--- src/rtl/spi_slave_fifo_ctrl_pkg.sv ---
// Shared register map, bit positions and FIFO word width for the SPI slave front end.
package spi_slave_fifo_ctrl_pkg;

  localparam int unsigned WordW = 64;
  localparam int unsigned RegW  = 32;

  // Register word indices
  localparam logic [2:0] AddrCtrl   = 3'd0;
  localparam logic [2:0] AddrStatus = 3'd1;
  localparam logic [2:0] AddrTxl    = 3'd2;
  localparam logic [2:0] AddrTxh    = 3'd3;
  localparam logic [2:0] AddrRxl    = 3'd4;
  localparam logic [2:0] AddrRxh    = 3'd5;

  // CTRL bit positions
  localparam int unsigned CtrlEn      = 0;
  localparam int unsigned CtrlCpol    = 1;
  localparam int unsigned CtrlCpha    = 2;
  localparam int unsigned CtrlMsb     = 3;
  localparam int unsigned CtrlBptLsb  = 4;
  localparam int unsigned CtrlBptW    = 6;
  localparam int unsigned CtrlTxie    = 10;
  localparam int unsigned CtrlRxie    = 11;
  localparam int unsigned CtrlTxFlush = 12;
  localparam int unsigned CtrlRxFlush = 13;
  // Flush bits are strobes, so only [11:0] are stored
  localparam int unsigned CtrlStoredW = 12;

  // STATUS bit positions
  localparam int unsigned StatTxFull   = 0;
  localparam int unsigned StatTxEmpty  = 1;
  localparam int unsigned StatRxFull   = 2;
  localparam int unsigned StatRxEmpty  = 3;
  localparam int unsigned StatBusy     = 4;
  localparam int unsigned StatRxOvf    = 5;
  localparam int unsigned StatTxUnder  = 6;
  localparam int unsigned StatTxCntLsb = 8;
  localparam int unsigned StatRxCntLsb = 16;

endpackage

--- src/rtl/spi_slave_fifo_ctrl_fifo.sv ---
// DEPTH x 64 synchronous FIFO with show-ahead head, flush, and push/pop on full and empty.
// A push and pop together on an empty FIFO pass the pushed word straight through.
module spi_word_fifo
  import spi_slave_fifo_ctrl_pkg::*;
#(
  parameter int unsigned DEPTH = 4,
  parameter int unsigned CW    = 3
) (
  input  logic             i_clk,
  input  logic             i_rst_n,
  input  logic             i_push,
  input  logic [WordW-1:0] i_wdata,
  input  logic             i_pop,
  input  logic             i_flush,
  output logic             o_full,
  output logic             o_empty,
  output logic [CW-1:0]    o_count,
  output logic [WordW-1:0] o_head
);

  localparam int unsigned AW = $clog2(DEPTH);

  logic [WordW-1:0] mem_q [DEPTH];
  logic [AW-1:0]    wr_ptr_q, rd_ptr_q;
  logic [CW-1:0]    count_q, count_d;
  logic             do_push, do_pop;

  assign o_empty = (count_q == '0);
  assign o_full  = (count_q == CW'(DEPTH));
  assign o_count = count_q;
  assign o_head  = o_empty ? i_wdata : mem_q[rd_ptr_q];

  // Pop on empty is only meaningful as a bypass of a same-cycle push
  assign do_pop  = i_pop & (~o_empty | i_push);
  assign do_push = i_push & (~o_full | do_pop);

  // Occupancy next-state
  always_comb begin
    count_d = count_q;
    if (do_push && !do_pop) begin
      count_d = count_q + CW'(1);
    end else if (do_pop && !do_push) begin
      count_d = count_q - CW'(1);
    end
  end

  // Pointers and count; flush overrides any push/pop
  always_ff @(posedge i_clk or negedge i_rst_n) begin
    if (!i_rst_n) begin
      wr_ptr_q <= '0;
      rd_ptr_q <= '0;
      count_q  <= '0;
    end else if (i_flush) begin
      wr_ptr_q <= '0;
      rd_ptr_q <= '0;
      count_q  <= '0;
    end else begin
      if (do_push) wr_ptr_q <= wr_ptr_q + AW'(1);
      if (do_pop)  rd_ptr_q <= rd_ptr_q + AW'(1);
      count_q <= count_d;
    end
  end

  // Storage array, no reset needed
  always_ff @(posedge i_clk) begin
    if (do_push) mem_q[wr_ptr_q] <= i_wdata;
  end

endmodule

--- src/rtl/spi_slave_fifo_ctrl.sv ---
// Register-bus front end for the SPI slave: config register, TX/RX word FIFOs, status, IRQ.
module spi_slave_fifo_ctrl
  import spi_slave_fifo_ctrl_pkg::*;
#(
  parameter int unsigned DEPTH = 4,
  parameter int unsigned CW    = 3
) (
  input  logic        i_clk,
  input  logic        i_rst_n,
  input  logic [2:0]  i_addr,
  input  logic        i_we,
  input  logic        i_re,
  input  logic [31:0] i_wdata,
  output logic [31:0] o_rdata,
  output logic        o_irq,
  output logic        o_EN_SPI,
  output logic        o_CPOL_SPI,
  output logic        o_CPHA_SPI,
  output logic        o_MSB_SPI,
  output logic [5:0]  o_BPT_SPI,
  output logic [31:0] o_TXDATAL_SPI,
  output logic [31:0] o_TXDATAH_SPI,
  input  logic        i_TXE_SPI,
  input  logic        i_RXNE_SPI,
  input  logic        i_BUSY_SPI,
  input  logic [31:0] i_RXDATAL_SPI,
  input  logic [31:0] i_RXDATAH_SPI
);

  logic [CtrlStoredW-1:0] ctrl_q;
  logic [RegW-1:0]        txl_q, rdata_q, rdata_d, status;
  logic                   irq_q, irq_d;
  logic                   txe_q, rxne_q, rxovf_q, txunder_q;
  logic [WordW-1:0]       tx_cur_q;
  logic                   tx_cur_valid_q;

  logic             wr_ctrl, wr_status, wr_txl, wr_txh, rd_rxh;
  logic             tx_flush, rx_flush, txe_evt, rxne_evt;
  logic             tx_full, tx_empty, rx_full, rx_empty;
  logic [CW-1:0]    tx_count, rx_count;
  logic [WordW-1:0] tx_head, rx_head;
  logic             tx_prime, tx_next_avail, tx_load, tx_under_evt;
  logic             rx_pop, rx_ovf_evt;

  assign wr_ctrl   = i_we & (i_addr == AddrCtrl);
  assign wr_status = i_we & (i_addr == AddrStatus);
  assign wr_txl    = i_we & (i_addr == AddrTxl);
  assign wr_txh    = i_we & (i_addr == AddrTxh);
  assign rd_rxh    = i_re & (i_addr == AddrRxh);
  assign tx_flush  = wr_ctrl & i_wdata[CtrlTxFlush];
  assign rx_flush  = wr_ctrl & i_wdata[CtrlRxFlush];

  assign txe_evt   = i_TXE_SPI & ~txe_q;
  assign rxne_evt  = i_RXNE_SPI & ~rxne_q;

  // TX sequencing: an event takes the next word (including a same-cycle push into an empty
  // FIFO, via the FIFO bypass); otherwise prime an idle slot only while the slave is idle.
  assign tx_prime      = ~tx_cur_valid_q & ~tx_empty & ~i_BUSY_SPI;
  assign tx_next_avail = ~tx_empty | wr_txh;
  assign tx_load       = ~tx_flush & (txe_evt ? tx_next_avail : tx_prime);
  assign tx_under_evt  = ~tx_flush & txe_evt & ~tx_next_avail;

  assign rx_pop     = rd_rxh & ~rx_empty;
  assign rx_ovf_evt = rxne_evt & rx_full & ~rx_pop & ~rx_flush;

  spi_word_fifo #(
    .DEPTH(DEPTH),
    .CW   (CW)
  ) u_tx_fifo (
    .i_clk  (i_clk),
    .i_rst_n(i_rst_n),
    .i_push (wr_txh),
    .i_wdata({i_wdata, txl_q}),
    .i_pop  (tx_load),
    .i_flush(tx_flush),
    .o_full (tx_full),
    .o_empty(tx_empty),
    .o_count(tx_count),
    .o_head (tx_head)
  );

  spi_word_fifo #(
    .DEPTH(DEPTH),
    .CW   (CW)
  ) u_rx_fifo (
    .i_clk  (i_clk),
    .i_rst_n(i_rst_n),
    .i_push (rxne_evt),
    .i_wdata({i_RXDATAH_SPI, i_RXDATAL_SPI}),
    .i_pop  (rx_pop),
    .i_flush(rx_flush),
    .o_full (rx_full),
    .o_empty(rx_empty),
    .o_count(rx_count),
    .o_head (rx_head)
  );

  // Configuration register and TX low-word staging
  always_ff @(posedge i_clk or negedge i_rst_n) begin
    if (!i_rst_n) begin
      ctrl_q <= '0;
      txl_q  <= '0;
    end else begin
      if (wr_ctrl) ctrl_q <= i_wdata[CtrlStoredW-1:0];
      if (wr_txl)  txl_q  <= i_wdata;
    end
  end

  // Previous levels of the slave flags for rising-edge detection
  always_ff @(posedge i_clk or negedge i_rst_n) begin
    if (!i_rst_n) begin
      txe_q  <= 1'b0;
      rxne_q <= 1'b0;
    end else begin
      txe_q  <= i_TXE_SPI;
      rxne_q <= i_RXNE_SPI;
    end
  end

  // Current TX word presented to the slave; data holds when the slot empties
  always_ff @(posedge i_clk or negedge i_rst_n) begin
    if (!i_rst_n) begin
      tx_cur_q       <= '0;
      tx_cur_valid_q <= 1'b0;
    end else if (tx_flush) begin
      tx_cur_valid_q <= 1'b0;
    end else if (tx_load) begin
      tx_cur_q       <= tx_head;
      tx_cur_valid_q <= 1'b1;
    end else if (tx_under_evt) begin
      tx_cur_valid_q <= 1'b0;
    end
  end

  // Sticky error flags; a new event wins over a same-cycle clear
  always_ff @(posedge i_clk or negedge i_rst_n) begin
    if (!i_rst_n) begin
      rxovf_q   <= 1'b0;
      txunder_q <= 1'b0;
    end else begin
      if (rx_ovf_evt) begin
        rxovf_q <= 1'b1;
      end else if (wr_status && i_wdata[StatRxOvf]) begin
        rxovf_q <= 1'b0;
      end
      if (tx_under_evt) begin
        txunder_q <= 1'b1;
      end else if (wr_status && i_wdata[StatTxUnder]) begin
        txunder_q <= 1'b0;
      end
    end
  end

  // Status word and read mux
  always_comb begin
    status                            = '0;
    status[StatTxFull]                = tx_full;
    status[StatTxEmpty]               = tx_empty;
    status[StatRxFull]                = rx_full;
    status[StatRxEmpty]               = rx_empty;
    status[StatBusy]                  = i_BUSY_SPI;
    status[StatRxOvf]                 = rxovf_q;
    status[StatTxUnder]               = txunder_q;
    status[StatTxCntLsb +: CW]        = tx_count;
    status[StatRxCntLsb +: CW]        = rx_count;

    rdata_d = '0;
    case (i_addr)
      AddrCtrl:   rdata_d = RegW'(ctrl_q);
      AddrStatus: rdata_d = status;
      AddrRxl:    rdata_d = rx_empty ? '0 : rx_head[31:0];
      AddrRxh:    rdata_d = rx_empty ? '0 : rx_head[63:32];
      default:    rdata_d = '0;
    endcase

    irq_d = (ctrl_q[CtrlTxie] & tx_empty & ~tx_cur_valid_q) |
            (ctrl_q[CtrlRxie] & ~rx_empty) | rxovf_q | txunder_q;
  end

  // Registered read data and interrupt
  always_ff @(posedge i_clk or negedge i_rst_n) begin
    if (!i_rst_n) begin
      rdata_q <= '0;
      irq_q   <= 1'b0;
    end else begin
      if (i_re) rdata_q <= rdata_d;
      irq_q <= irq_d;
    end
  end

  assign o_rdata       = rdata_q;
  assign o_irq         = irq_q;
  assign o_EN_SPI      = ctrl_q[CtrlEn];
  assign o_CPOL_SPI    = ctrl_q[CtrlCpol];
  assign o_CPHA_SPI    = ctrl_q[CtrlCpha];
  assign o_MSB_SPI     = ctrl_q[CtrlMsb];
  assign o_BPT_SPI     = ctrl_q[CtrlBptLsb +: CtrlBptW];
  assign o_TXDATAL_SPI = tx_cur_q[31:0];
  assign o_TXDATAH_SPI = tx_cur_q[63:32];

endmodule

--- config.mk ---
export PLATFORM = sky130hd
export DESIGN_NAME = spi_slave_fifo_ctrl
export DESIGN_NICKNAME = d
export VERILOG_FILES = /design/src/rtl/spi_slave_fifo_ctrl_pkg.sv /design/src/rtl/spi_slave_fifo_ctrl_fifo.sv /design/src/rtl/spi_slave_fifo_ctrl.sv
export SDC_FILE = /design/constraint.sdc
export NUM_CORES = 1
export LEC_CHECK = 0
export ABC_AREA = 1
export CORE_MARGIN = 2
export CORE_UTILIZATION = 51
export DETAILED_ROUTE_END_ITERATION = 6
export MAX_ROUTING_LAYER = met4
export PLACE_DENSITY_LB_ADDON = 0.2
export SLEW_MARGIN = 15
export SYNTH_ARGS = -nofsm -noshare
export SYNTH_HDL_FRONTEND = slang
export SYNTH_SLANG_ARGS = --single-unit
--- constraint.sdc ---
create_clock -name i_clk -period 8.85 [get_ports i_clk]
set_input_delay 1.77 -clock i_clk [delete_from_list [all_inputs] [get_ports i_clk]]
set_output_delay 1.77 -clock i_clk [all_outputs]
set_load 0.05 [all_outputs]
# [After elaboration in Yosys (flattened, before gate mapping)]
# Memory sizes are Yosys's and may differ from the RTL's.
# Index checks and enable logic that the tools add are counted.
[op_classes] n_lt_le_gt_ge=0 multipliers=0 reduce_logical=23 eq_ne=7 shift=0 div=0 n_addsub=8 mux=30 n_bitwise=44
[ops] op="$pmux 32 s4" n=1
[ops] op="$mux 32" n=2
[ops] op="$mux 64" n=1
[ops] op="$and 1x1->1" n=25
[ops] op="$mux 3" n=6
[ops] op="$mux 2" n=8
[ops] op="$eq 3x3->1 const B" n=4
[ops] op="$mux 1" n=12
[ops] op="$not 1->1" n=12
[ops] op="$reduce_bool 2->1" n=6
[ops] op="$logic_not 3->1" n=3
[ops] op="$reduce_bool 3->1" n=3
[ops] op="$add 2x1->2 const B" n=4
[ops] op="$or 1x1->1" n=7
[ops] op="$add 3x1->3 const B" n=2
[ops] op="$eq 3x2->1 const B" n=2
[ops] op="$logic_and 1x1->1" n=6
[ops] op="$sub 3x1->3 const B" n=2
[ops] op="$logic_not 1->1" n=4
[ops] op="$eq 3x1->1 const B" n=1
[ops] op="$reduce_and 2->1" n=1
[totals] input_bits=106 out_inout_bits=107 ram_bits=512 latch_bits=0 n_memories=2 register_bits=160 romBits=0
[mem_list] memory="u_rx_fifo.mem_q" depth=4 width=64 rd=1 rd_ports_with_merged_regs=0 write_ports=1 line="spi_slave_fifo_ctrl_fifo.sv:23" rtl="logic [WordW-1:0] mem_q [DEPTH];"
[mem_list] memory="u_tx_fifo.mem_q" depth=4 width=64 rd=1 rd_ports_with_merged_regs=0 write_ports=1 line="spi_slave_fifo_ctrl_fifo.sv:23"

# [Logic depth before layout (Yosys ltp)]
# Gate-level depths: netlist of run 1.
[logic_depth] word_depth=14 mapped_depth=15 depth_no_buf=15

# [Hierarchy]
# A second synthesis of run 1 with hierarchy kept.
[hier_totals] cells_unflattened=2595 hier_area_um2=27955.6
[by_module_without_submodules] mod="spi_word_fifo at u_rx_fifo" n_inst=1 seq_area_each_um2=7862.5 cells_per_inst=895 area_per_inst_um2=10716.5
[by_module_without_submodules] mod="spi_word_fifo at u_tx_fifo" n_inst=1 seq_area_each_um2=7862.5 cells_per_inst=893 area_per_inst_um2=10714.0
[by_module_without_submodules] mod="spi_slave_fifo_ctrl" n_inst=1 seq_area_each_um2=3653.5 cells_per_inst=807 area_per_inst_um2=6525.0

# [Worst setup path after synthesis of run 1]
# Ideal clock, no wire load.
[synth_timing] path_type="input -> register" startpoint="in i_re" endpoint="mem u_rx_fifo.mem_q[0][0] (enable)" slack_ns=3.196 n_path_buf=1 arrival_time_ns=5.167 setup_time_ns=0.486 cell_stages=7 path_cell_list="clkbuf_1 nand3_1 nor2_1 inv_1 nand2_1 nand2_1 nor2_1"
[synth_via] elab_chain_len=7
[synth_lines] element="start: declaration" line="spi_slave_fifo_ctrl.sv:12" rtl="input logic i_re,"
[synth_lines] element="$and 1x1->1" line="spi_slave_fifo_ctrl.sv:49" rtl="assign rd_rxh = i_re & (i_addr == AddrRxh);"
[synth_lines] element="$and 1x1->1" line="spi_slave_fifo_ctrl.sv:63" rtl="assign rx_pop = rd_rxh & ~rx_empty;"
[synth_lines] element="$and 1x1->1" line="spi_slave_fifo_ctrl_fifo.sv:34" rtl="assign do_pop = i_pop & (~o_empty | i_push);"
[synth_lines] element="$or 1x1->1" line="spi_slave_fifo_ctrl_fifo.sv:35" rtl="assign do_push = i_push & (~o_full | do_pop);"
[synth_lines] element="$and 1x1->1" line="spi_slave_fifo_ctrl_fifo.sv:35"
[synth_lines] element="$mux 1" line="spi_slave_fifo_ctrl_fifo.sv:66" rtl="if (do_push) mem_q[wr_ptr_q] <= i_wdata;"
[synth_lines] element="$mux 1 (not written as such)" line="spi_slave_fifo_ctrl_fifo.sv:66"
[synth_lines] element="end: declaration" line="spi_slave_fifo_ctrl_fifo.sv:23"
# No other way between the ends.

# [Worst setup path in the final report of run 1]
[layout_timing] startpoint="in i_addr[1]" endpoint="mem u_tx_fifo.mem_q[0][56] (enable)"
[layout_via] elab_chain_len=10 word_cells_on_any_way=14 cone_classes="eq/ne (1); mux (3); bitwise (9); reduce/logical (1)"
[layout_lines] element="start: declaration" line="spi_slave_fifo_ctrl.sv:10" rtl="input logic [2:0] i_addr,"
[layout_lines] element="$eq 3x2->1 or $logic_not 3->1 (tied branches)" line="spi_slave_fifo_ctrl.sv:48, spi_slave_fifo_ctrl.sv:45"
[layout_lines] element="$and 1x1->1, on equally long branches" line="spi_slave_fifo_ctrl.sv:48, spi_slave_fifo_ctrl.sv:45"
[layout_lines] element="$or 1x1->1 or $and 1x1->1 (tied branches)" line="spi_slave_fifo_ctrl_fifo.sv:34, spi_slave_fifo_ctrl.sv:59, spi_slave_fifo_ctrl.sv:50"
[layout_lines] element="$mux 1 or $not 1->1 (tied branches)"
[layout_lines] element="$and 1x1->1" line="spi_slave_fifo_ctrl.sv:60" rtl="assign tx_load = ~tx_flush & (txe_evt ? tx_next_avail : tx_prime);"
[layout_lines] element="$and 1x1->1" line="spi_slave_fifo_ctrl_fifo.sv:34"
[layout_lines] element="$or 1x1->1" line="spi_slave_fifo_ctrl_fifo.sv:35"
[layout_lines] element="$and 1x1->1 *" line="spi_slave_fifo_ctrl_fifo.sv:35"
[layout_lines] element="$mux 1 *" line="spi_slave_fifo_ctrl_fifo.sv:66"
[layout_lines] element="$mux 1 (not written as such) *" line="spi_slave_fifo_ctrl_fifo.sv:66"
[layout_lines] element="end: declaration" line="spi_slave_fifo_ctrl_fifo.sv:23"
# Every way passes the cells marked *; elsewhere a longest branch is shown, timed or not.

==> flow_metrics.tcl, run 1 <==
set metrics [dict create \
    status "finished, final reports clean" \
    power_density_mw_per_mm2 332 \
    min_from "o_rdata[20]" \
    path_common_cell "nand2_1" \
    synth_nets 2302 \
    die_w_um 232 \
    first_global_vias 17200 \
    vias_per_cell 5.55 \
    min_period_ns 4.38 \
    setup_slack_ns 4.47 \
    grt_max_degree 107 \
    hold_viol 0 \
    cap_violations 0 \
    place_congestion 0.826 \
    grt_usage_pct 24.1 \
    synthCells 2186 \
    cp-end-kind "flop" \
    start_util_pct 51.5 \
    grt_pass1_wl_mm 96.6 \
    vdd_drop_max_uv 204 \
    swShare_pct 36.9 \
    crit_path_max_incr_delay_ns 0.87 \
    power.internal_mw 6.56 \
    yosysSeqAreaShare_pct 73.3 \
    antenna_found_initial 7 \
    numClockSinks 672 \
    p_comb_share_pct 32.3 \
    htreeDepth 3 \
    synth_compound_area_share_pct 11.5 \
    finalMaxSlewViolations 0 \
    crit_path_start "i_addr[1]" \
    mostFrequentLayoutCells "nand2_1, edfxtp_1, o21ai_0" \
    yosys_register_bits 672 \
    ys.flop_type "edfxtp_1" \
    hold_buffers 0 \
    p_sw_mw 3.84 \
    clkLatencyLatePin_ns 0.59 \
    final_common_cell "nand2_1" \
    post_cts_resized 0 \
    synth_top_family_by_area "compound AO/OA/AOI/OAI gates" \
    seq_power_share_pct 40.5 \
    clk_path_buf_depth 3 \
    numPortBuffers 212 \
    met1_usage_pct 30.6 \
    drt_first_pass_iters 5 \
    hp-class "flop to flop" \
    drt_iter0_markers 1335 \
    cp_cell_sequence "clkdlybuf4s50_1 > inv_2 > nor2_1 > nand2_1 > nand2_2 > nand3_4 > nand3_1 > nand2_1 > nor2_4 > buf_4" \
    crit_path_max_fanout 35 \
    vias 17200 \
    fin_setup_tns_ns 0 \
    ant_nets 0 \
    synth_xor_area_share_pct 0.133 \
    pwr-share-clk_pct 27.1 \
    synth_edf_count 512 \
    die_area_mm2 0.0536 \
    core-area_mm2 0.0513 \
    rsz0062_at_grt "false" \
    dp_hpwl_mm 35.9 \
    worst_ep_arrival_time_ns 4.61 \
    synth_cell_types 38 \
    tightest_slew_ns 1.08 \
    final-setup-viol-count 0 \
    cts_setup_buffers 0 \
    fin_crit_sh_pct 49.5 \
    crit_required_ns 9.07 \
    grt.overflow.total 0 \
    yosys.area_share.adder_pct 0.530 \
    r2r_slack_ns 5.05 \
    muxShareOfSynthArea_pct 0 \
    clkTransAtPathRegs_ns 0.06 \
    timing.rr.start "u_tx_fifo.o_count[2]" \
    synth.avg_cell_area_um2 12.1 \
    yosysWarnings 0 \
    synthArstFlopShare_pct 23.8 \
    cts_made_buffers 69 \
    slew_headroom_pct 28.3 \
    synthSimpleGateAreaFrac_pct 11.0 \
    busiest_layer "met2" \
    cp-start-kind "primary input" \
    cts_tree "done" \
    nets 2470 \
    synthesis.area_mm2 0.0264 \
    syn_to_final_growth_pct 18.4 \
    pre_cts_ws_ns 3.79 \
    rows 83 \
    use_met3_pct 4.84 \
    crit_buf_inv 3 \
    filler_cell_count 4086 \
    detail_route.wl_per_cell_um 20.1 \
    cts-root-buf "clkbuf_16" \
    drcViolationCount 0 \
    crit_family "simple AND/OR/NAND/NOR gates" \
    fin_skew_ns 0.0121 \
    grt_util_met2_pct 38.4 \
    routed_wl_mm 62.3 \
    path_class "primary input to flop" \
    critPathSlowestCell "nor2_4" \
    p_leak_nw 11.5 \
    layout-drive-gt1-share_pct 6.07 \
    num_io_pins 213 \
    die_height_um 232 \
    fmax_mhz 228 \
]
[power by group through the flow]
stage	clock (mW)	combinational, mW	sequential (mW)
6_report	2.82	3.36	4.22
5_1_grt	3.01	3.68	4.27
2_1_floorplan	0	1.77	4.75
4_1_cts	2.87	3.39	4.22
3_5_place_dp	0	3.37	4.28
3_3_place_gp	0	3.30	4.27
[cell families (layout without fill, tap and decap cells)]
logic type               count (synthesis)  count (layout)
AND/OR/NAND/NOR                        752             752
flip-flops                             672             672
AO/OA/AOI/OAI                          526             526
buffers and inverters                  222             441
adder cells (fa/ha/maj)                 10              10
XOR/XNOR                                 4               4
other                                    0               8
[cells in the mapped netlist (2+ instances only)]
cell type,instances,area [um2]
xor2_1,3,26.3
nand3_1,21,105
clkbuf_1,86,323
ha_1,8,100
nand4_1,5,31.3
a21oi_1,91,455
dfrtp_1,160,4000
edfxtp_1,512,15400
a21o_1,17,128
fa_1,2,40.0
inv_2,3,11.3
nor2_1,198,743
buf_2,39,195
buf_4,8,60.1
nor3_1,3,15.0
o21ai_1,2,10.0
o22ai_1,48,300
nand2_1,517,1940
o21ai_0,264,1320
buf_1,5,18.8
inv_1,78,293
nand2_2,2,12.5
a22oi_1,3,22.5
o211ai_1,3,22.5
a31oi_1,32,200
a32oi_1,64,561
[registers in the layout (all words and copies together) (netlist names)]
register,count
txe_q,1
u_rx_fifo.rd_ptr_q,2
u_rx_fifo.wr_ptr_q,2
o_rdata,32
o_irq,1
u_rx_fifo.mem_q,256
tx_cur_valid_q,1
u_rx_fifo.o_count,3
u_tx_fifo.wr_ptr_q,2
rxovf_q,1
txl_q,32
ctrl_q,12
u_tx_fifo.mem_q,256
txunder_q,1
rxne_q,1
u_tx_fifo.o_count,3
tx_cur_q,64
u_tx_fifo.rd_ptr_q,2
[worst reg2reg max path, delay by kind of cell (launching register included)]
kind | cells | cell delay (ns)
AND/OR/NAND/NOR | 6 | 1.89
flip-flops | 1 | 0.46
buffers and inverters | 3 | 1.05
[cell type report]
cell class / instances / area (um2) / share of cell area (%)
sequential: 672 / 19400 / 62.0
multi-input combinational: 1292 / 6190 / 19.8
timing repair buffer: 237 / 2330 / 7.46
clock buffer: 94 / 1900 / 6.08
tap: 680 / 851 / 2.72
inverter: 82 / 314 / 1.00
clock inverter: 28 / 283 / 0.904
antenna: 8 / 20.0 / 0.0640
[path summary, 6_finish.rpt]
kind                                          end  cells past startpoint
setup / recovery           u_tx_fifo.mem_q[0][56]                     10
hold / removal                        o_rdata[20]                      1
setup reg to reg           u_tx_fifo.mem_q[0][56]                      9
hold reg to reg                       o_rdata[20]                      1
max in group asynchronous   u_tx_fifo.rd_ptr_q[1]                      2
min in group asynchronous             tx_cur_q[0]                      1
[stage by stage]
stage / std cells / utilization (%) / area [um2] / hold WS, ns / total power [mW]
2_1_floorplan: 2186 / - / 26400 / 0.450 / 6.52
3_3_place_gp: 2962 / 56.6 / 29100 / 0.465 / 7.57
3_5_place_dp: 2962 / 56.6 / 29100 / 0.465 / 7.65
4_1_cts: 3084 / 60.9 / 31200 / 0.480 / 10.5
5_1_grt: 3092 / 61.0 / 31300 / 0.502 / 11.0
6_report: 3093 / 61.0 / 31300 / 0.478 / 10.4
[metal layers]
metal  wire length [um]  vias up  share of wire (%)
met4               2030        0                3.3
met2              30200      537                 48
li1                   -     8082                  -
met3               3940      123                6.3
met1              26100     8434                 42
met5                  0        -                  0
(Power assumes the default switching activity.)
==> inputs of run 2 (changes only) <==
clock period = 3.8 ns   (was 8.85 ns; I/O delays follow)
==> run 2 against run 1 <==
Against the previous run: combinational power grew 140%; power grew 140%; count of clock-buffer cells in the layout grew 5; core utilization grew 0.69 points; largest cell class unchanged.
==> flow_metrics.tcl, run 2 (synthesized netlist as in run 1, its figures left out) <==
set metrics [dict create \
    p_comb_share_pct 32.5 \
    swShare_pct 37.1 \
    rr_endpoint "o_rdata[23]" \
    ant_nets 0 \
    total_power_mw 24.5 \
    critPathSlowestCell "dfrtp_4" \
    endpoint "o_rdata[23]" \
    vias_per_cell 5.61 \
    seq_power_share_pct 40.3 \
    vdd_drop_max_uv 515 \
    final-setup-viol-count 0 \
    routed_wl_mm 63.0 \
    antenna_found_initial 5 \
    layout-drive-gt1-share_pct 7.20 \
    post_cts_resized 0 \
    crit_path_max_fanout 95 \
    timing.rr.start "u_rx_fifo.rd_ptr_q[0]" \
    hold_buffers 0 \
    numClockSinks 672 \
    fin_crit_sh_pct 73.2 \
    clkLatencyLatePin_ns 0.61 \
    numPortBuffers 212 \
    finalMaxSlewViolations 0 \
    cts_tree "done" \
    grt_pass1_wl_mm 97.7 \
    rsz0062_at_grt "false" \
    fin_skew_ns 0.0165 \
    cap_violations 0 \
    drcViolationCount 0 \
    rows 83 \
    top_regs "u_rx_fifo.mem_q (256), u_tx_fifo.mem_q (256), tx_cur_q (64)" \
    cts_made_buffers 70 \
    pwr-share-clk_pct 27.3 \
    drt_iter0_markers 1433 \
    path_class "flop to flop" \
    hold_viol 0 \
    htreeDepth 3 \
    drt_first_pass_iters 5 \
    grt.overflow.total 0 \
    crit_required_ns 4.28 \
    die_area_mm2 0.0536 \
    grt_max_degree 96 \
    die_w_um 232 \
    cts-root-buf "clkbuf_16" \
    nets 2491 \
    status "finished, final reports clean" \
    p_leak_nw 11.7 \
    fmax_mhz 360 \
    hp-class "primary input to async pin" \
    place_congestion 0.841 \
    first_global_vias 17600 \
    r2r_slack_ns 1.02 \
    detail_route.wl_per_cell_um 20.2 \
    cp_cell_sequence "clkinv_2 > buf_12 > o21ai_0 > o22ai_1 > nand2_1 > a21oi_1 > a21o_1" \
    filler_cell_count 4028 \
    clkTransAtPathRegs_ns 0.06 \
    slew_headroom_pct 47.1 \
    crit_path_start "u_rx_fifo.rd_ptr_q[0]" \
    reg2reg_depth 7 \
    worst_ep_arrival_time_ns 3.26 \
    die_height_um 232 \
    cp-start-kind "flop" \
    holdWs_ns 0.151 \
    crit_path_max_incr_delay_ns 0.86 \
    mostFrequentLayoutCells "nand2_1, edfxtp_1, o21ai_0" \
    syn_to_final_growth_pct 19.7 \
    multiInputGateArea_mm2 0.00619 \
    power.internal_mw 15.4 \
    dp_hpwl_mm 37.7 \
    cp-end-kind "flop" \
    num_io_pins 213 \
    power_density_mw_per_mm2 774 \
    clk_path_buf_depth 3 \
    p_sw_mw 9.10 \
    start_util_pct 51.5 \
    core-area_mm2 0.0513 \
    cts_setup_buffers 0 \
    final_common_cell "nand2_1" \
    min_period_ns 2.78 \
    grt_usage_pct 24.4 \
    vias 17500 \
    tightest_slew_ns 0.794 \
    seq_area_mm2 0.0194 \
]
run 2: power groups by stage:
stage	logic, mW	clock network, mW	registers (mW)
after floorplan	4.12	0	11.1
after global placement	7.77	0	9.96
after detailed placement	7.94	0	10.0
after CTS	7.99	6.80	9.87
after global routing	8.68	7.10	9.99
final	7.95	6.68	9.86
run 2: routing by layer:
metal | global-route usage [%] | part of all wire [%] | wire length, um | vias to the layer above
li1 | - | - | - | 8134
met1 | 31.6 | 41 | 25800 | 8572
met2 | 38.9 | 49 | 30600 | 667
met3 | 4.08 | 7.4 | 4670 | 109
met4 | 9.44 | 3.0 | 1890 | 0
met5 | - | 0 | 0 | -
run 2: metrics by stage:
step / std cells / instance area, um2 / setup slack (ns) / util [%] / TNS [ns]
2_1_floorplan: 2186 / 26400 / -0.844 / - / -376.96
3_3_place_gp: 2983 / 29400 / 0.706 / 57.2 / 0
3_5_place_dp: 2983 / 29400 / 0.627 / 57.2 / 0
4_1_cts: 3110 / 31600 / 1.00 / 61.6 / 0
5_1_grt: 3115 / 31600 / 0.751 / 61.7 / 0
6_report: 3115 / 31600 / 1.02 / 61.7 / 0
run 2: final cells by class:
class,instances,area share (%)
clock inverter,28,0.961
multi-input combinational,1292,19.6
timing repair buffer,257,8.26
inverter,82,0.993
antenna,5,0.0395
sequential,672,61.3
tap,680,2.69
clock buffer,99,6.20
run 2: worst max-delay path, delay by kind of cell, from the launching register on:
kind | cells | cell delay [ns]
DFF | 1 | 0.86
buffers and inverters | 2 | 1.03
AOI/OAI and AO/OA | 4 | 0.65
and+or+nand+nor | 1 | 0.07
run 2: worst min path at each step:
stage	end	slack [ns]	cells after the start
6_report	tx_cur_q[1]	0.15	1
2_1_floorplan	o_irq	0.45	2
5_1_grt	tx_cur_q[1]	0.20	1
3_3_place_gp	tx_cur_q[37]	0.47	2
3_5_place_dp	o_rdata[8]	0.47	2
4_1_cts	txl_q[28]	0.19	1
==> inputs of run 3 (changes only) <==
clock period = 2.87 ns   (was 3.8 ns; I/O delays follow)
==> run 3 against run 2 <==
Against the previous run: final cell count up 0.45%; clock power up 29%; power up 32%; final area up 0.95%; sequential share of layout area down 0.58 points; global-route usage up 0.082 points; core utilization up 0.59 points; sequential power up 30%; critical path depth down 6; via count about the same; routed wire length up 0.33%; register-to-register slack worse by 0.47 ns; critical endpoint is now o_TXDATAL_SPI[10]; largest cell class unchanged; highest routed layer unchanged.
==> flow_metrics.tcl, run 3 (synthesized netlist as in run 1, its figures left out) <==
set metrics [dict create \
    status "finished, final reports clean" \
    grt_max_degree 130 \
    vias 17500 \
    reg2reg_depth 12 \
    cp-start-kind "flop" \
    vdd_drop_max_uv 829 \
    total_power_mw 32.4 \
    numPortBuffers 212 \
    hold_viol 0 \
    nets 2509 \
    routed_wl_mm 63.2 \
    grt_usage_pct 24.5 \
    htreeDepth 3 \
    dp_hpwl_mm 37.4 \
    antenna_found_initial 3 \
    cp_cell_sequence "clkdlybuf4s50_1" \
    first_global_vias 17300 \
    ant_nets 0 \
    die_w_um 232 \
    crit_required_ns 2.30 \
    tightest_slew_ns 0.702 \
    rr_endpoint "u_rx_fifo.o_count[2]" \
    crit_buf_inv 1 \
    fin_setup_tns_ns 0 \
    cts_tree "done" \
    hold_buffers 1 \
    grt_pass1_wl_mm 98.3 \
    die_area_mm2 0.0536 \
    post_cts_resized 0 \
    core-area_mm2 0.0513 \
    timing.rr.start "u_rx_fifo.o_count[2]" \
    fmax_mhz 406 \
    fin_skew_ns 0.0221 \
    num_io_pins 213 \
    hold_path_depth 2 \
    dp.cells 3002 \
    place_congestion 0.828 \
    filler_cell_count 3953 \
    final_cells 3129 \
    path_class "flop to output pin" \
    rows 83 \
    worst_ep_arrival_time_ns 1.89 \
    drt_iter0_markers 1594 \
    r2r_slack_ns 0.55 \
    crit_path_max_incr_delay_ns 0.87 \
    min_from "tx_cur_q[58]" \
    detail_route.wl_per_cell_um 20.2 \
    cts_made_buffers 68 \
    start_util_pct 51.5 \
    drcViolationCount 0 \
    fin_crit_sh_pct 85.7 \
    vias_per_cell 5.59 \
    numClockSinks 672 \
    seq_area_mm2 0.0194 \
    power_density_mw_per_mm2 1010 \
    clk_path_buf_depth 3 \
    multiInputGateArea_mm2 0.00619 \
    drt_first_pass_iters 5 \
    clkLatencyLatePin_ns 0.60 \
    grt.overflow.total 0 \
    cts-root-buf "clkbuf_16" \
    p_leak_nw 11.8 \
    min_period_ns 2.46 \
    mostFrequentLayoutCells "nand2_1, edfxtp_1, o21ai_0" \
    top_regs "u_rx_fifo.mem_q (256), u_tx_fifo.mem_q (256), tx_cur_q (64)" \
    hp-class "flop to flop" \
    finalMaxSlewViolations 0 \
    holdWs_ns 0.480 \
    cap_violations 0 \
    crit_path_max_fanout 2 \
    final-setup-viol-count 0 \
    cp-end-kind "output pin" \
    syn_to_final_growth_pct 20.9 \
    min_delay_worst_endpoint "tx_cur_q[58]" \
    slew_headroom_pct 53.2 \
    crit_family "buffers and inverters" \
    final_common_cell "nand2_1" \
    rsz0062_at_grt "false" \
    die_height_um 232 \
    clkTransAtPathRegs_ns 0.06 \
    cts_setup_buffers 0 \
    layout-drive-gt1-share_pct 7.65 \
    critPathSlowestCell "clkdlybuf4s50_1" \
]
[run 3: layout make-up]
class,instances,area share [%]
diodes,3,0.0235
clock buffers,101,6.17
clock inverters,22,0.646
inverters,82,0.983
multi-input cells,1292,19.4
flip-flops and latches,672,60.7
well taps,680,2.66
repair buffers,277,9.41
[run 3: stage by stage]
step / setup WS (ns) / util (%) / cell area (um2)
floorplan: -0.561 / - / 26400
global placement: -0.00684 / 58.0 / 29700
detailed placement: -0.0354 / 58.0 / 29700
CTS: 0.346 / 62.2 / 31900
global route: 0.359 / 62.3 / 31900
finish: 0.409 / 62.3 / 31900
[run 3: how the worst max path moves through the flow]
stage	from	to	slack, ns	cells past startpoint
6_report	tx_cur_q[10]	o_TXDATAL_SPI[10]	0.41	1
5_1_grt	ctrl_q[5]	o_BPT_SPI[1]	0.36	1
4_1_cts	tx_cur_q[10]	o_TXDATAL_SPI[10]	0.35	1
3_5_place_dp	i_TXE_SPI	u_tx_fifo.o_count[2]	-0.04	14
3_3_place_gp	i_TXE_SPI	u_tx_fifo.o_count[2]	-0.007	14
2_1_floorplan	i_re	u_rx_fifo.mem_q[0][0]	-0.56	7
[run 3: power by group]
group	internal [mW]	switching (mW)	leakage, nW	total, mW
Sequential	11.9	0.922	6.61	12.8
Combinational	3.47	7.45	4.15	10.9
Clock	5.11	3.53	1.06	8.63
[run 3: metal layers]
metal | GRT usage, % | wire length (um)
met1 | 32.4 | 26800
met2 | 38.9 | 30600
met3 | 3.99 | 3990
met4 | 8.33 | 1740
met5 | - | 0
==> patch (flow settings as in run 3) <==
Add an input register stage for `i_RXDATAL_SPI`, without a reset; this delays it by one clock. The other inputs are not delayed to match.
--- a/src/rtl/spi_slave_fifo_ctrl.sv
+++ b/src/rtl/spi_slave_fifo_ctrl.sv
@@ -27,6 +27,12 @@
   input  logic [31:0] i_RXDATAH_SPI
 );
 
+  logic [31:0] i_RXDATAL_SPI_q;
+
+  always_ff @(posedge i_clk) begin
+    i_RXDATAL_SPI_q <= i_RXDATAL_SPI;
+  end
+
   logic [CtrlStoredW-1:0] ctrl_q;
   logic [RegW-1:0]        txl_q, rdata_q, rdata_d, status;
   logic                   irq_q, irq_d;
@@ -86,7 +92,7 @@
     .i_clk  (i_clk),
     .i_rst_n(i_rst_n),
     .i_push (rxne_evt),
-    .i_wdata({i_RXDATAH_SPI, i_RXDATAL_SPI}),
+    .i_wdata({i_RXDATAH_SPI, i_RXDATAL_SPI_q}),
     .i_pop  (rx_pop),
     .i_flush(rx_flush),
     .o_full (rx_full),
Formal check against the unedited RTL: not equivalent (Yosys sat finds a counterexample within 4 cycles, from zero or initial values and one cycle with i_rst_n low).
==> patch against run 3 <==
- combinational power grew 5%
- wire length rose by 4.7%
- worst setup slack lost 0.11 ns
- total power rose by 3.8%
- final area is 2.2% higher
- via count rose by 3.1%
- register-to-register slack got worse by 0.04 ns
- area after synthesis is 2.7% higher
- utilization shrank 0.14 points
- sequential share of layout area increased by 0.65 points
- sequential cell count is 32 higher
- cell count up 2.4%
==> patch: results (changes against run 3) <==
| Metric | Value |
|---|---|
| Top post-synthesis cells by area | edfxtp_1 (57%), dfrtp_1 (15%), o21ai_0 (6.5%) |
| Via count | 18,000 (+3.1%) |
| Hold Path Cell Cnt | 1 (-1) |
| Worst reg2reg endpoint | u_rx_fifo.mem_q[1][39]$_DFFE_PP_ |
| Status | completed |
| Final HPWL from detailed placement | 40,400 um (+8.0%) |
| First-pass GRT wire length | 101,000 um (+3.1%) |
| WHS | 0.399 ns (-0.0803 ns) |
| Crit. Startpoint | ctrl_q[9]$_DFFE_PN0N_ |
| Post-Syn Nets | 2,365 (+2.7%) |
| Ys async rst share | 0.227 (-0.0108) |
| Data arrival time of the worst path | 1.99 ns (+0.10 ns) |
| Dpl ws | -0.0133 ns (+0.0220 ns) |
| R2R depth | 9 (-3) |
| GRT Total Usage | 0.245 (about the same) |
| Initial antenna violation count | 6 (+3) |
| DR WL/cell | 20.6 um (+2.2%) |
| Largest net degree at the start of global routing | 132 (+1.5%) |
| Clock skew | 0.0220 ns (-0.000139 ns) |
| Met2 usage | 0.366 (-0.0224) |
| Vias in the first global route | 17,100 (-0.79%) |
| Final nets | 2,567 (+2.3%) |
| Met1 Track Usage GR | 0.344 (+0.0202) |
| GP Congestion | 0.879 (+6.2%) |
| Fillers | 4,003 (+1.3%) |
| R2R setup slack | 0.51 ns (-0.04 ns) |
| Combinational Power Share | 0.339 (+0.002) |
| VDD IR max | 0.602 mV (-27%) |
| Slew Limit Headroom | 0.441 (-0.0910) |
| Leak Pwr | 12.1 nW (+2.0%) |
| Worst hold-check path type | input port to flip-flop |
| P_seq | 13.2 mW (+3%) |
| Switching pwr | 12.6 mW (+6.2%) |
| Crit-path max FO | 3 (+1) |
| Seq/Total Area, Yosys | 0.738 (+0.00433) |
| CTS Buf Count | 72 (+5.9%) |
| Final worst path period share | 0.894 (+0.0368) |
| Synth top cells by count | edfxtp_1 (512), nand2_1 (393), o21ai_0 (354), nor2_1 (304), dfrtp_1 (160) |
| Hold path endpoint | i_RXDATAL_SPI_q[31]$_DFF_P_ |
| DR iter-0 viols | 1,819 (+14%) |
## patch: routing by layer
| layer | up-vias | part of all wire |
|---|---|---|
| met2 | 695 | 0.47 |
| met5 | - | 0 |
| li1 | 8327 | - |
| met1 | 8908 | 0.43 |
| met4 | 0 | 0.020 |
| met3 | 97 | 0.076 |
## patch: kinds of logic after synthesis
| family | Yosys count | synth area share |
|---|---|---|
| AOI/OAI and AO/OA | 574 | 0.116 |
| xor gates and xnor gates | 3 | 0.000968 |
| adders and majority gates | 10 | 0.00516 |
| buffers and inverters | 218 | 0.0341 |
| DFF | 704 | 0.738 |
| and+or+nand+nor | 740 | 0.106 |
## patch: cell type report
| class | instances | area [um2] | share of cell area |
|---|---|---|---|
| Tap cell | 688 | 861 | 0.0264 |
| Clock buffer | 93 | 1970 | 0.0605 |
| Antenna cell | 6 | 15.0 | 0.000460 |
| Multi-Input combinational cell | 1327 | 6260 | 0.192 |
| Clock inverter | 41 | 298 | 0.00912 |
| Sequential cell | 704 | 20000 | 0.614 |
| Timing Repair Buffer | 268 | 2910 | 0.0892 |
| Inverter | 78 | 297 | 0.00908 |
## patch: stage by stage
step / TNS [ns] / power, mW / instances / utilization
2_1_floorplan: -237.24 / 20.7 / 2249 / -
3_3_place_gp: 0 / 24.6 / 3064 / 0.577
3_5_place_dp: -0.656 / 24.8 / 3064 / 0.577
4_1_cts: 0 / 33.8 / 3199 / 0.621
5_1_grt: 0 / 35.3 / 3205 / 0.621
6_report: 0 / 33.6 / 3205 / 0.621
## patch: repair_timing
| action | in CTS | in global routing |
|---|---|---|
| hold buffers | 1 | 0 |
| endpoints found under the setup margin | 0 | 0 |
| hold endpoints to repair | 47 | 0 |
